===== src/rtl/flag_empty_ctrl_if.sv =====
// Read-side bundle of the async FIFO empty-flag controller: user read request,
// synchronised write pointer, and the pointer/flag outputs.
interface flag_empty_ctrl_if #(
    parameter int ADDRSIZE = 8
);
    logic                rd_en;
    logic [ADDRSIZE:0]   q2_wptr;
    logic                err_clr;
    logic [ADDRSIZE:0]   rptr;
    logic [ADDRSIZE-1:0] raddr;
    logic                empty;
    logic                almost_empty;
    logic [ADDRSIZE:0]   rd_level;
    logic                underflow;

    modport master (
        output rd_en, q2_wptr, err_clr,
        input  rptr, raddr, empty, almost_empty, rd_level, underflow
    );

    modport slave (
        input  rd_en, q2_wptr, err_clr,
        output rptr, raddr, empty, almost_empty, rd_level, underflow
    );
endinterface


===== src/rtl/flag_empty_ctrl.sv =====
// Read-domain pointer and flag controller for the async FIFO: binary/Gray read
// pointer, look-ahead empty, fill level, almost_empty and sticky underflow.
module flag_empty_ctrl #(
    parameter int ADDRSIZE = 8,
    parameter int AE_LEVEL = 4
) (
    input  logic             clk,
    input  logic             rst,
    flag_empty_ctrl_if.slave bus
);
    localparam int PW = ADDRSIZE + 1;
    localparam logic [PW-1:0] AE_THR = PW'(AE_LEVEL);

    logic [PW-1:0] rbin_q, rbin_d;
    logic [PW-1:0] rptr_q, rptr_d;
    logic [PW-1:0] level_q, level_d;
    logic [PW-1:0] wbin_s;
    logic          empty_q, empty_d;
    logic          ae_q, ae_d;
    logic          uf_q, uf_d;
    logic          rinc;

    function automatic logic [PW-1:0] gray2bin(input logic [PW-1:0] g);
        logic [PW-1:0] b;
        b[PW-1] = g[PW-1];
        for (int i = PW - 2; i >= 0; i--) begin
            b[i] = b[i+1] ^ g[i];
        end
        return b;
    endfunction

    function automatic logic [PW-1:0] bin2gray(input logic [PW-1:0] b);
        return (b >> 1) ^ b;
    endfunction

    always_comb begin
        rinc    = bus.rd_en & ~empty_q;
        rbin_d  = rbin_q + PW'(rinc);
        rptr_d  = bin2gray(rbin_d);
        wbin_s  = gray2bin(bus.q2_wptr);
        // Modulo subtraction; the MSB difference makes a full FIFO read as 2**ADDRSIZE.
        level_d = wbin_s - rbin_d;
        empty_d = (rptr_d == bus.q2_wptr);
        ae_d    = (level_d <= AE_THR);
        // A new underflow event wins over a simultaneous clear.
        uf_d    = (bus.err_clr ? 1'b0 : uf_q) | (bus.rd_en & empty_q);
    end

    always_ff @(posedge clk) begin
        if (rst) begin
            rbin_q  <= '0;
            rptr_q  <= '0;
            level_q <= '0;
            empty_q <= 1'b1;
            ae_q    <= 1'b1;
            uf_q    <= 1'b0;
        end else begin
            rbin_q  <= rbin_d;
            rptr_q  <= rptr_d;
            level_q <= level_d;
            empty_q <= empty_d;
            ae_q    <= ae_d;
            uf_q    <= uf_d;
        end
    end

    assign bus.rptr         = rptr_q;
    assign bus.raddr        = rbin_q[ADDRSIZE-1:0];
    assign bus.empty        = empty_q;
    assign bus.almost_empty = ae_q;
    assign bus.rd_level     = level_q;
    assign bus.underflow    = uf_q;
endmodule


===== src/flat_wrapper.sv =====
// flat-port wrapper written by rule: the top's interface ports become plain ports
module flag_empty_ctrl_flat 
#(
    parameter int ADDRSIZE = 8,
    parameter int AE_LEVEL = 4
)
  (clk, rst, bus_rd_en, bus_q2_wptr, bus_err_clr, bus_rptr, bus_raddr, bus_empty, bus_almost_empty, bus_rd_level, bus_underflow);
  flag_empty_ctrl_if #(.ADDRSIZE(ADDRSIZE)) bus_i ();
  input  logic clk;
  input  logic rst;
  input wire logic [$bits(bus_i.rd_en)-1:0] bus_rd_en;
  input wire logic [$bits(bus_i.q2_wptr)-1:0] bus_q2_wptr;
  input wire logic [$bits(bus_i.err_clr)-1:0] bus_err_clr;
  output wire logic [$bits(bus_i.rptr)-1:0] bus_rptr;
  output wire logic [$bits(bus_i.raddr)-1:0] bus_raddr;
  output wire logic [$bits(bus_i.empty)-1:0] bus_empty;
  output wire logic [$bits(bus_i.almost_empty)-1:0] bus_almost_empty;
  output wire logic [$bits(bus_i.rd_level)-1:0] bus_rd_level;
  output wire logic [$bits(bus_i.underflow)-1:0] bus_underflow;
  assign bus_i.rd_en = bus_rd_en;
  assign bus_i.q2_wptr = bus_q2_wptr;
  assign bus_i.err_clr = bus_err_clr;
  assign bus_rptr = bus_i.rptr;
  assign bus_raddr = bus_i.raddr;
  assign bus_empty = bus_i.empty;
  assign bus_almost_empty = bus_i.almost_empty;
  assign bus_rd_level = bus_i.rd_level;
  assign bus_underflow = bus_i.underflow;
  flag_empty_ctrl #(.ADDRSIZE(ADDRSIZE), .AE_LEVEL(AE_LEVEL)) u_core (.clk(clk), .rst(rst), .bus(bus_i));
endmodule

===== config.mk =====
export PLATFORM = sky130hd
export DESIGN_NAME = flag_empty_ctrl_flat
export DESIGN_NICKNAME = d
export VERILOG_FILES = /design/src/rtl/flag_empty_ctrl_if.sv /design/src/rtl/flag_empty_ctrl.sv /design/src/flat_wrapper.sv
export SDC_FILE = /design/constraint.sdc
export NUM_CORES = 1
export LEC_CHECK = 0
export ABC_AREA = 1
export CAP_MARGIN = 30
export CORE_UTILIZATION = 45
export DETAILED_ROUTE_END_ITERATION = 8
export HOLD_SLACK_MARGIN = 0.08
export PLACE_DENSITY = 0.79
export SYNTH_ARGS = -nofsm -noshare
export SYNTH_HDL_FRONTEND = slang
export SYNTH_SLANG_ARGS = --single-unit

===== constraint.sdc =====
create_clock -name clk -period 3.2 [get_ports clk]
set_input_delay 0.8 -clock clk [delete_from_list [all_inputs] [get_ports clk]]
set_output_delay 0.8 -clock clk [all_outputs]
set_load 0.01 [all_outputs]

==> results.yml <==
die:
  die_area_sq_um: 4250
  die_x_um: 65.2
  fp.dieH_um: 65.2
  coreArea_sq_um: 3740
  std_cell_rows: 22
  initial_core_util_pct: 48.0
  ios: 42
grt:
  grt_pass1_wl_um: 7650
  grt_start_max_net_pins: 21
  antenna_found_initial: 0
  grt_pass1_vias: 1855
  grtUsageTotal_pct: 23.3
  overflow: 0
critical_path:
  critPathKind: "in2reg"
  end_kind: "register"
  worst_ep_arrival_time_ns: 3.47
  critPathLaunchType: "primary input"
  cp.required_ns: 3.43
  path_max_fanout: 4
place:
  gp_congestion: 0.937
  dp_slack_ns: -0.749
  port_buffers: 41
  dp.cells: 388
  dp_hpwl_um: 3240
  placed_area_sq_um: 2530
logic_synthesis:
  post-synth-top-area-cell: "dfxtp_1"
  syn_avg_cell_area_sq_um: 6.78
  yosysWarnings: 0
  syn_area_sq_um: 1800
  syn_nets: 289
  synth_common_cells: "nand2_1, inv_1, dfxtp_1, nand3_1, nor2_1"
  yosysSeqAreaShare_pct: 32.3
  yosysMostFrequentCell: "nand2_1"
  synth-edff-count: 0
  synth_ff_type: "dfxtp_1"
  netlist.area_leader.share_pct: 32.3
  synthesis.instances: 265
  synth_area_leaders: "dfxtp_1, nand2_1, nand3_1"
  async_flop_share_pct: 0
  ys_types: 27
  ys_ff_latch: 29
clock_network:
  clock_sinks: 29
  htree_num_levels: 2
  cts_tree: "yes"
  clk_path_buf_depth: 2
  hold_buffers: 0
  cts_buffers: 5
  cts_root_buf: "clkbuf_8"
  clock_latency_ns: 0.29
  clkTransAtPathRegs_ns: 0.06
drt:
  wl_um: 5910
  wl_per_cell_um: 14.7
  firstDrtPassIters: 4
  drc: 0
  vias: 2063
  via_per_inst: 5.13
  ant_nets: 0
  drtIter0Drc: 85
status:
  violations: "negative setup slack"
  status: "finished, violations left"
power_and_ir_drop:
  ir_drop_uv: 264
  p_per_area_nw_per_um2: 384
  p_leak_nw: 1.43
sta:
  fin_crit_sh_pct: 101
  finalClockSkew_ns: 0.00507
  fmax_ghz: 0.309
  final.min_clock_period_ns: 3.24
  worst_pin_slew_ns: 0.327
  timing.final.ws_setup_ns: -0.0390
  setup_tns_ns: -0.0390
  slew_violations: 0
  setup_viol: 1
  hold_viol: 0
  slew_headroom_pct: 78.2
finish:
  layout-drive-gt1-share_pct: 37.3
  syn2layout_area_growth_pct: 68.0
  final_area_sq_um: 3020
  instances_no_fill: 402
  nNetsFinal: 377
  diodes: 0
flow_run:
  cap_viol_max_count: 0
worst_hold_path:
  min_path_type: "reg2reg"
## worst paths after layout
path,end,slack (ns),start,depth (start not counted)
setup / recovery,u_core.bus.almost_empty,-0.04,bus_q2_wptr[7],25
hold / removal,u_core.bus.underflow,0.46,u_core.bus.underflow,2
setup reg to reg,u_core.bus.almost_empty,0.66,u_core.bus.empty,18
hold reg to reg,u_core.bus.underflow,0.46,u_core.bus.underflow,2
## logic make-up (layout without fill, tap and decap cells)
logic type / after synthesis / after routing / share of synthesized area, %
xor gates and xnor gates: 9 / 9 / 5.22
and+or+nand+nor: 149 / 149 / 38.0
DFF: 29 / 29 / 32.3
buffers and inverters: 46 / 135 / 9.60
adders and majority gates: 11 / 11 / 8.07
AOI/OAI and AO/OA: 21 / 21 / 6.82
## final cells by class
class / instances / area [sq um]
inverter: 43 / 166
sequential: 29 / 581
multi-input combinational: 190 / 1380
tap: 48 / 60.1
clock buffer: 7 / 96.3
clock inverter: 1 / 5.00
timing repair buffer: 84 / 734
fill: 236 / 723
## registers in the layout, indices dropped and copies added, names as in the netlist
name and cells:
u_core.rbin_q 8, u_core.bus.underflow 1, u_core.bus.empty 1, u_core.bus.almost_empty 1
u_core.bus.rd_level 9, u_core.bus.rptr 9
## layer usage
| layer | wire length [um] | track usage [%] | up-vias |
|---|---|---|---|
| li1 | - | - | 1011 |
| met1 | 2420 | 27.2 | 951 |
| met2 | 2930 | 40.9 | 78 |
| met3 | 371 | 6.60 | 23 |
| met4 | 189 | 7.07 | 0 |
| met5 | 0 | 0 | - |
## worst max-delay path, cell delays in order
cell and delay, ns:
buf_6 0.11, inv_4 0.08, nand2_4 0.06, nand3_4 0.10
nand2_4 0.07, nand2_4 0.10, nand2_4 0.08, nand2_4 0.08
nand3_4 0.11, nand2_4 0.11, nand2_4 0.08, nand3_4 0.08
nand2_1 0.12, buf_4 0.16, ha_1 0.28, nand3_1 0.10
nand2_1 0.13, nand2_1 0.09, nor2_2 0.13, nand3_1 0.14
nand2_1 0.11, nand2_1 0.06, nand3_1 0.09, nand4_1 0.09
nor2_1 0.09
## where the power goes
part | internal, W | switching (W) | total [W]
Sequential | 0.000387 | 0.00000884 | 0.000396
Clock | 0.000194 | 0.000138 | 0.000332
Combinational | 0.000207 | 0.000225 | 0.000432
Total | 0.000788 | 0.000372 | 0.00116
## cell usage in the layout (no fill, tap or decap), types with 11 or more instances in the layout
cell type | synthesis | final
nand2_2 | 13 | 17
nand2_1 | 69 | 54
nand3_1 | 29 | 16
clkdlybuf4s50_1 | 0 | 34
dfxtp_1 | 29 | 29
nand2_4 | 0 | 11
nor2_1 | 26 | 25
a21oi_1 | 15 | 12
inv_1 | 37 | 30
buf_4 | 0 | 43
## metrics by stage
step,hold WS (ns),utilization (%),power (W)
after floorplan,0.483,-,0.000568
after global placement,0.449,67.7,0.000716
after detailed placement,0.450,67.7,0.000722
after CTS,0.458,72.3,0.00107
after global routing,0.507,80.7,0.00122
final,0.458,80.7,0.00116
## what timing repair did
item | 4_1_cts | 5_1_grt
resized for setup | 38 | 58
pin swaps | 11 | 27
buffers inserted | 1 | 5
endpoints found under the setup margin | 7 | 5
Power figures use the tool's default switching activity.
